<file path="config.mk">
export PLATFORM = sky130hd
export DESIGN_NAME = hazard_ctrl_unit
export DESIGN_NICKNAME = d
export VERILOG_FILES = /design/src/rtl/hazard_pkg.sv /design/src/rtl/hazard_ctrl_unit_fwd.sv /design/src/rtl/hazard_ctrl_unit.sv
export SDC_FILE = /design/constraint.sdc
export NUM_CORES = 1
export LEC_CHECK = 0
export ABC_AREA = 1
export BUFFER_PORTS_ARGS = -buffer_cell sky130_fd_sc_hd__buf_2
export CORE_AREA = 4 4 136 99
export DETAILED_ROUTE_END_ITERATION = 7
export DIE_AREA = 0 0 140 103
export PLACE_DENSITY_LB_ADDON = 0.08
export SLEW_MARGIN = 10
export SYNTH_ARGS = -nofsm -noshare
export SYNTH_HDL_FRONTEND = slang
export SYNTH_SLANG_ARGS = --single-unit
</file>
<file path="constraint.sdc">
create_clock -name clk -period 1.96 [get_ports clk]
set_clock_uncertainty 0.05 [all_clocks]
set_input_delay 0.098 -clock clk [delete_from_list [all_inputs] [get_ports clk]]
set_output_delay 0.098 -clock clk [all_outputs]
set_load 0.01 [all_outputs]
</file>
<file path="src/rtl/hazard_pkg.sv">
// Shared types and constants for the pipeline hazard controller.
package hazard_pkg;

    localparam logic [1:0] FWD_RF    = 2'b00;
    localparam logic [1:0] FWD_EXMEM = 2'b10;
    localparam logic [1:0] FWD_MEMWB = 2'b01;

    localparam int LU_W = 3;

    typedef enum logic [1:0] {
        ST_RUN      = 2'd0,
        ST_LU_STALL = 2'd1,
        ST_MEM_WAIT = 2'd2
    } hz_state_e;

endpackage

</file>
<file path="src/rtl/hazard_ctrl_unit_fwd.sv">
// Per-operand forwarding select: youngest producer wins, x0 never forwarded.
module fwd_select
    import hazard_pkg::*;
#(
    parameter int REG_AW = 5
) (
    input  logic [REG_AW-1:0] ex_rs,
    input  logic [REG_AW-1:0] mem_rd,
    input  logic              mem_reg_write,
    input  logic [REG_AW-1:0] wb_rd,
    input  logic              wb_reg_write,
    output logic [1:0]        fwd
);

    always_comb begin
        fwd = FWD_RF;
        if (mem_reg_write && (mem_rd != '0) && (mem_rd == ex_rs))
            fwd = FWD_EXMEM;
        else if (wb_reg_write && (wb_rd != '0) && (wb_rd == ex_rs))
            fwd = FWD_MEMWB;
    end

endmodule

</file>
<file path="src/rtl/hazard_ctrl_unit.sv">
// Hazard controller: forwarding, load-use stall, memory-wait freeze
// with timeout, branch flush and saturating perf counters.
module hazard_ctrl_unit
    import hazard_pkg::*;
#(
    parameter int REG_AW   = 5,
    parameter int LOAD_LAT = 1,
    parameter int MAX_WAIT = 16,
    parameter int CNT_W    = 32
) (
    input  logic              clk,
    input  logic              rst,
    input  logic [REG_AW-1:0] id_rs1,
    input  logic [REG_AW-1:0] id_rs2,
    input  logic              id_use_rs1,
    input  logic              id_use_rs2,
    input  logic [REG_AW-1:0] ex_rs1,
    input  logic [REG_AW-1:0] ex_rs2,
    input  logic [REG_AW-1:0] ex_rd,
    input  logic              ex_reg_write,
    input  logic              ex_is_load,
    input  logic              ex_branch_taken,
    input  logic [REG_AW-1:0] mem_rd,
    input  logic              mem_reg_write,
    input  logic              mem_req,
    input  logic              mem_ready,
    input  logic [REG_AW-1:0] wb_rd,
    input  logic              wb_reg_write,
    output logic [1:0]        fwd_a,
    output logic [1:0]        fwd_b,
    output logic              front_stall,
    output logic              idex_bubble,
    output logic              freeze,
    output logic              ifid_flush,
    output logic              idex_flush,
    output logic              mem_timeout,
    output logic [CNT_W-1:0]  stall_cycles,
    output logic [CNT_W-1:0]  flush_count
);

    localparam int WAIT_W = $clog2(MAX_WAIT + 1);

    hz_state_e         state_q, state_d;
    logic [LU_W-1:0]   lu_q, lu_d;
    logic [WAIT_W-1:0] wait_q, wait_d;
    logic              timeout_set;
    logic [1:0]        fwd_a_raw, fwd_b_raw;
    logic              lu_hit, mem_stall, wait_live;

    fwd_select #(.REG_AW(REG_AW)) u_fwd_a (
        .ex_rs         (ex_rs1),
        .mem_rd        (mem_rd),
        .mem_reg_write (mem_reg_write),
        .wb_rd         (wb_rd),
        .wb_reg_write  (wb_reg_write),
        .fwd           (fwd_a_raw)
    );

    fwd_select #(.REG_AW(REG_AW)) u_fwd_b (
        .ex_rs         (ex_rs2),
        .mem_rd        (mem_rd),
        .mem_reg_write (mem_reg_write),
        .wb_rd         (wb_rd),
        .wb_reg_write  (wb_reg_write),
        .fwd           (fwd_b_raw)
    );

    assign lu_hit = ex_is_load && ex_reg_write && (ex_rd != '0) &&
                    ((id_use_rs1 && (id_rs1 == ex_rd)) ||
                     (id_use_rs2 && (id_rs2 == ex_rd)));
    assign mem_stall = mem_req && !mem_ready;
    assign wait_live = !mem_ready && (wait_q < WAIT_W'(MAX_WAIT));

    always_ff @(posedge clk) begin
        if (rst) begin
            state_q     <= ST_RUN;
            lu_q        <= '0;
            wait_q      <= '0;
            mem_timeout <= 1'b0;
        end else begin
            state_q <= state_d;
            lu_q    <= lu_d;
            wait_q  <= wait_d;
            if (timeout_set)
                mem_timeout <= 1'b1;
        end
    end

    always_comb begin
        state_d     = state_q;
        lu_d        = lu_q;
        wait_d      = wait_q;
        timeout_set = 1'b0;
        unique case (state_q)
            ST_RUN: begin
                if (mem_stall) begin
                    state_d = ST_MEM_WAIT;
                    wait_d  = WAIT_W'(1);
                end else if (!ex_branch_taken && lu_hit && (LOAD_LAT > 1)) begin
                    state_d = ST_LU_STALL;
                    lu_d    = LU_W'(LOAD_LAT - 1);
                end
            end
            ST_LU_STALL: begin
                if (mem_stall) begin
                    state_d = ST_MEM_WAIT;
                    wait_d  = WAIT_W'(1);
                end else if (ex_branch_taken) begin
                    state_d = ST_RUN;
                    lu_d    = '0;
                end else begin
                    lu_d = lu_q - LU_W'(1);
                    if (lu_q == LU_W'(1))
                        state_d = ST_RUN;
                end
            end
            ST_MEM_WAIT: begin
                if (wait_live) begin
                    wait_d = wait_q + WAIT_W'(1);
                end else begin
                    timeout_set = !mem_ready;
                    // A flush on the way out squashes the stalled consumer
                    if (ex_branch_taken) begin
                        state_d = ST_RUN;
                        lu_d    = '0;
                    end else begin
                        state_d = (lu_q != '0) ? ST_LU_STALL : ST_RUN;
                    end
                end
            end
            default: state_d = ST_RUN;
        endcase
    end

    always_comb begin
        fwd_a       = FWD_RF;
        fwd_b       = FWD_RF;
        front_stall = 1'b0;
        idex_bubble = 1'b0;
        freeze      = 1'b0;
        ifid_flush  = 1'b0;
        idex_flush  = 1'b0;
        if (!rst) begin
            fwd_a = fwd_a_raw;
            fwd_b = fwd_b_raw;
            unique case (state_q)
                ST_RUN:      freeze = mem_stall;
                ST_LU_STALL: freeze = mem_stall;
                ST_MEM_WAIT: freeze = wait_live;
                default:     freeze = 1'b0;
            endcase
            if (!freeze && ex_branch_taken) begin
                ifid_flush = 1'b1;
                idex_flush = 1'b1;
            end else if (!freeze && state_q != ST_MEM_WAIT) begin
                front_stall = (state_q == ST_LU_STALL) || lu_hit;
                idex_bubble = front_stall;
            end
        end
    end

    always_ff @(posedge clk) begin
        if (rst) begin
            stall_cycles <= '0;
            flush_count  <= '0;
        end else begin
            if ((freeze || front_stall) && !(&stall_cycles))
                stall_cycles <= stall_cycles + 1'b1;
            if (ifid_flush && !(&flush_count))
                flush_count <= flush_count + 1'b1;
        end
    end

endmodule

</file>
==> impl_metrics.toml, run 1 <==
[outcome]
status = "finished clean"

[clock_tree]
clk_pin_slew_ns = 0.06
cts_num_sinks = 75
clock_latency_ns = 0.34
h-tree-depth = 3
cts_tree = "done"
cts_buffers = 9
holdBufCountCts = 0
cts_buffer_depth = 2
root_buffer = "clkbuf_16"

[worst_hold_path]
min_path_cells = 4
hold_path.class = "in2reg"
worstHoldStart = "mem_ready"
min_to = "mem_timeout$_SDFFE_PP0P_"

[layout]
seq_area_um2 = 1510
diodes = 0
design_area_um2 = 6500
multi_input_area_um2 = 3110
area_delta_synth_final_pct = 30.4
nets = 997
n_fill_cell = 1242
layout-drive-gt1-share = 0.272

[yosys]
synth.distinct_cells = 45
synthCells = 788
netlist_area_um2 = 4990
syn_nets = 840
ys_seq_area_frac = 0.301
netlist_top_cells_count = "nand2_1 (219), nor2_1 (105), inv_1 (92)"
yosys.cell_count.top_type = "nand2_1"
synth_flop_cell = "dfxtp_1"
synth_edf_count = 0
synth_warnings = 0
synth_area_leaders = "dfxtp_1 (30%), nand2_1 (16%), nor2_1 (7.9%)"
async_flop_share = 0
syn_avg_cell_area_um2 = 6.33
synth.top_cell.area_share = 0.301
ys_ff_latch = 75
synth_area_leader_cell = "dfxtp_1"

[floorplan]
dieArea_um2 = 14400
fp.dieW_um = 140
core_um2 = 12200
die_h_um = 103
ioPinCount = 120
initial_utilization = 0.410
rows = 34

[grt]
grt_max_degree = 46
track_usage = 0.202
antenna_found_initial = 0
grt_pass1_wl_um = 23700
grt_overflow_total = 0
grt_pass1_vias = 4826

[route]
wirelength_um = 15000
postRouteAntennaNets = 0
vias_per_cell = 4.90
dr.pass1.iters = 5
post_drt_wl_per_cell_um = 13.5
drtIter0Drc = 251
num_vias = 5450
remaining_drc_errors = 0

[worst_setup_path]
r2r-end = "stall_cycles[14]$_SDFFE_PP0P_"
crit_required_ns = 2.14
start_kind = "flip-flop"
regToRegSetupSlack_ns = 0.07
crit_fanout = 5
endpoint_kind = "flip-flop"
reg2reg_depth = 10
worstPathArrival_ns = 2.06
r2r_start = "stall_cycles[1]$_SDFFE_PP0P_"
crit_type = "reg2reg"

[place]
port_buffers = 119
dpl.hpwl_um = 11500
dpl_cell_area_um2 = 5990
gp_congestion = 0.906

[sta]
setup_viol = 0
worstMarginPinSlew_ns = 0.509
fin_crit_ns = 1.89
rsz0062_at_grt = "true"
hold_slack_ns = 0.0674
max_freq_ghz = 0.530
fin_crit_sh = 0.962
hold_viol = 0
slew_headroom = 0.661
drv_slew = 0

[pwr]
peakVddDrop_mv = 0.403
pwr_density_cell_nw_per_um2 = 564
leakagePower_uw = 0.00305

[job]
maxCapViolCount = 0
## timing repair
action | in CTS | in global routing
gates resized for setup | 5 | 39
endpoints found under the setup margin | 22 | 56
buffers inserted | 0 | 4
pin swaps | 1 | 9
gates cloned | 0 | 1
## sequential cells by signal, indices dropped and copies added, names as in the netlist
| register | flops |
|---|---|
| wait_q | 5 |
| mem_timeout | 1 |
| state_q | 2 |
| lu_q | 3 |
| flush_count | 32 |
| stall_cycles | 32 |
## layer usage
metal | wire length, µm | GRT usage
met5 | 0 | 0
met4 | 120 | 0.0469
met3 | 1020 | 0.0468
met2 | 6190 | 0.296
met1 | 7660 | 0.299
## how the worst max path moves through the flow
| stage | end | from | cells after the start |
|---|---|---|---|
| 3_3_place_gp | stall_cycles[10]$_SDFFE_PP0P_ | stall_cycles[1]$_SDFFE_PP0P_ | 10 |
| 4_1_cts | stall_cycles[20]$_SDFFE_PP0P_ | stall_cycles[1]$_SDFFE_PP0P_ | 11 |
| 6_report | stall_cycles[14]$_SDFFE_PP0P_ | stall_cycles[1]$_SDFFE_PP0P_ | 10 |
| 3_5_place_dp | stall_cycles[10]$_SDFFE_PP0P_ | stall_cycles[1]$_SDFFE_PP0P_ | 10 |
| 2_1_floorplan | stall_cycles[31]$_SDFFE_PP0P_ | stall_cycles[0]$_SDFFE_PP0P_ | 11 |
| 5_1_grt | stall_cycles[14]$_SDFFE_PP0P_ | stall_cycles[0]$_SDFFE_PP0P_ | 10 |
## worst max-delay path, stage by stage (launching register included)
cell	delay, ns
dfxtp_4	0.37
ha_4	0.13
nand2_2	0.06
nor2_4	0.13
nand3b_1	0.18
nor2_4	0.27
nand3_2	0.21
nand2_1	0.11
inv_1	0.06
a21oi_1	0.14
nor2_1	0.06
## layout by cell type (no fill, tap or decap), types with 4 or more instances in the layout
master,netlist,final
xnor2_1,14,14
inv_2,6,6
dfxtp_1,75,67
clkbuf_16,0,9
nor2_2,10,8
inv_1,92,91
nand3_1,53,52
nor2_4,3,9
nand2_1,219,213
nand3_2,7,7
nor2_1,105,101
ha_1,6,5
buf_4,9,43
o21ai_0,10,10
nor3_2,6,8
or2_2,5,5
nand4_1,12,12
nand2_2,5,10
xor2_1,18,18
nand2_4,3,4
nor3_1,23,18
dfxtp_2,0,7
a21oi_1,66,66
nor3_4,2,5
buf_2,4,119
## report_power, final
part / internal (µW) / leakage [µW] / total, µW / switching (µW)
clock: 1090 / 0.000156 / 1760 / 667
combinational: 143 / 0.00229 / 362 / 218
sequential: 1530 / 0.000609 / 1540 / 8.49
## layout make-up
| cell class | count | area share |
|---|---|---|
| timing repair buffer | 166 | 0.152 |
| multi-input combinational | 595 | 0.479 |
| clock inverter | 3 | 0.00673 |
| sequential | 75 | 0.233 |
| inverter | 98 | 0.0569 |
| tap | 162 | 0.0312 |
| clock buffer | 13 | 0.0416 |
## metrics by stage
step                setup slack [ns]  power (µW)  cells  utilization  TNS (ns)
finish                        0.0739        3670   1112        0.535         0
floorplan                      0.195        1800    788            -         0
detailed placement           -0.0661        1930   1092        0.492    -0.415
CTS                           0.0195        3700   1108        0.520         0
global placement             -0.0275        1920   1092        0.492   -0.0762
global route                 -0.0465        3820   1112        0.535    -0.227
## logic make-up after synthesis
group / Yosys count / share of synthesized area
compound gates: 93 / 0.103
buf+inv: 119 / 0.105
fa+ha+maj: 6 / 0.0151
xor+xnor: 32 / 0.0562
flops: 75 / 0.301
simple gates: 463 / 0.420
(Power assumes the default switching activity.)
==> run 2: changes to the inputs <==
--- a/config.mk
+++ b/config.mk
@@ -7,10 +7,13 @@
 export LEC_CHECK = 0
 export ABC_AREA = 1
 export BUFFER_PORTS_ARGS = -buffer_cell sky130_fd_sc_hd__buf_2
+export CAP_MARGIN = 20
 export CORE_AREA = 4 4 136 99
+export CTS_CLUSTER_SIZE = 16
 export DETAILED_ROUTE_END_ITERATION = 7
 export DIE_AREA = 0 0 140 103
 export PLACE_DENSITY_LB_ADDON = 0.08
+export RECOVER_POWER = 100
 export SLEW_MARGIN = 10
 export SYNTH_ARGS = -nofsm -noshare
 export SYNTH_HDL_FRONTEND = slang
==> run 2 against run 1 <==
Net effect:
- fmax barely moved
- global-route usage did not move
- sequential share of layout area rose by 0.25 points
- largest power group unchanged
==> impl_metrics.toml, run 2 (same netlist as run 1, synthesis figures left out) <==
[outcome]
status = "finished clean"

[sta]
drv_slew = 0
hold_slack_ns = 0.0679
setup_viol = 0
worstMarginPinSlew_ns = 0.504
rsz0062_at_grt = "true"
setup_tns_ns = 0
worst_slack_ns = 0.0752
fin_crit_ns = 1.88
fin_crit_sh = 0.962
slew_headroom = 0.664
max_freq_ghz = 0.531
hold_viol = 0

[layout]
area_delta_synth_final_pct = 28.7
diodes = 0
utilization = 0.528
mostFrequentLayoutCell = "nand2_1"
layout_common_cells = "nand2_1 (213), nor2_1 (101), inv_1 (91)"
nets = 997
reg.largest.list = "flush_count: 32 flops, stall_cycles: 32 flops, wait_q: 5 flops"
layout-drive-gt1-share = 0.219

[pwr]
switching_share = 0.244
leakagePower_uw = 0.00285
switching_power_uw = 895
pwr-share-seq = 0.421
combPwrFrac = 0.098
power_uw = 3670
p_int_uw = 2770
pwr_density_cell_nw_per_um2 = 571
clockPowerShare = 0.481
peakVddDrop_mv = 0.403

[floorplan]
fp.dieW_um = 140
die_h_um = 103
rows = 34
core_um2 = 12200
ioPinCount = 120
initial_utilization = 0.410
dieArea_um2 = 14400

[clock_tree]
cts_buffer_depth = 2
h-tree-depth = 3
holdBufCountCts = 0
root_buffer = "clkbuf_16"
clk_pin_slew_ns = 0.06
cts_buffers = 9
cts_tree = "done"
clock_latency_ns = 0.34
cts_num_sinks = 75

[worst_setup_path]
r2r_start = "stall_cycles[1]$_SDFFE_PP0P_"
crit_type = "reg2reg"
crit_fanout = 5
reg2reg_depth = 10
crit_required_ns = 2.14
start_kind = "flip-flop"
endpoint_kind = "flip-flop"
regToRegSetupSlack_ns = 0.08
worstPathArrival_ns = 2.06
r2r-end = "stall_cycles[14]$_SDFFE_PP0P_"

[place]
port_buffers = 119
gp_congestion = 0.906
dpl.hpwl_um = 11500
dp_slack_ns = -0.0661

[grt]
grt_max_degree = 46
track_usage = 0.202
grt_pass1_wl_um = 23700
antenna_found_initial = 0
grt_overflow_total = 0
grt_pass1_vias = 4826

[worst_hold_path]
min_to = "mem_timeout$_SDFFE_PP0P_"
worstHoldStart = "mem_ready"
min_path_cells = 4
hold_path.class = "in2reg"

[route]
wirelength_um = 15000
drtIter0Drc = 317
dr.pass1.iters = 5
post_drt_wl_per_cell_um = 13.5
vias_per_cell = 4.89
remaining_drc_errors = 0
num_vias = 5433
postRouteAntennaNets = 0

[job]
maxCapViolCount = 0
[run 2: cell count changes in the layout (fill, tap and decap cells not counted)]
cell and delta:
dfxtp_2 -3, dfxtp_1 +3, clkbuf_1 +47, buf_2 -38
buf_4 -9
[run 2: stage by stage]
stage                     instance area [µm²]  cells
after floorplan                          4990    788
after global placement                   5990   1092
after detailed placement                 5990   1092
after CTS                                6330   1108
after global routing                     6420   1112
final                                    6420   1112
[run 2: worst max-delay path by stage]
stage / startpoint / endpoint / cells after the start
finish: stall_cycles[1]$_SDFFE_PP0P_ / stall_cycles[14]$_SDFFE_PP0P_ / 10
global placement: stall_cycles[1]$_SDFFE_PP0P_ / stall_cycles[10]$_SDFFE_PP0P_ / 10
global route: stall_cycles[6]$_SDFFE_PP0P_ / stall_cycles[14]$_SDFFE_PP0P_ / 9
detailed placement: stall_cycles[1]$_SDFFE_PP0P_ / stall_cycles[10]$_SDFFE_PP0P_ / 10
floorplan: stall_cycles[0]$_SDFFE_PP0P_ / stall_cycles[31]$_SDFFE_PP0P_ / 11
CTS: stall_cycles[1]$_SDFFE_PP0P_ / stall_cycles[20]$_SDFFE_PP0P_ / 11
[run 2: layout make-up]
type / instances / area, µm²
Timing Repair Buffer: 166 / 908
Inverter: 98 / 370
Clock buffer: 13 / 270
Fill cell: 1274 / 5750
Tap cell: 162 / 203
Sequential cell: 75 / 1510
Clock inverter: 3 / 43.8
Multi-Input combinational cell: 595 / 3110
[run 2: repair_timing]
action,in CTS,in global routing
resized for setup,5,39
pin swaps,1,9
cloned,0,1
setup buffers,0,4
endpoints found under the setup margin,22,56
[run 2: power by group through the flow]
stage	clock network, µW	logic, µW	registers (µW)
2_1_floorplan	0	216	1580
3_3_place_gp	0	346	1580
3_5_place_dp	0	355	1580
4_1_cts	1810	356	1540
5_1_grt	1870	408	1540
6_report	1760	361	1540
[run 2: layer usage]
metal / vias up / wire length [µm] / global-route usage
met5: - / 0 / 0
met4: 0 / 120 / 0.0469
met3: 11 / 896 / 0.0468
met2: 125 / 6190 / 0.296
met1: 2466 / 7760 / 0.299
li1: 2831 / - / -
[run 2: worst max-delay path, cell delays in order (launching register included)]
cell and delay (ns):
dfxtp_4 0.37, ha_4 0.13, nand2_2 0.06, nor2_4 0.13, nand3b_1 0.18, nor2_4 0.27, nand3_2 0.21, nand2_1 0.11
inv_1 0.06, a21oi_1 0.14, nor2_1 0.06
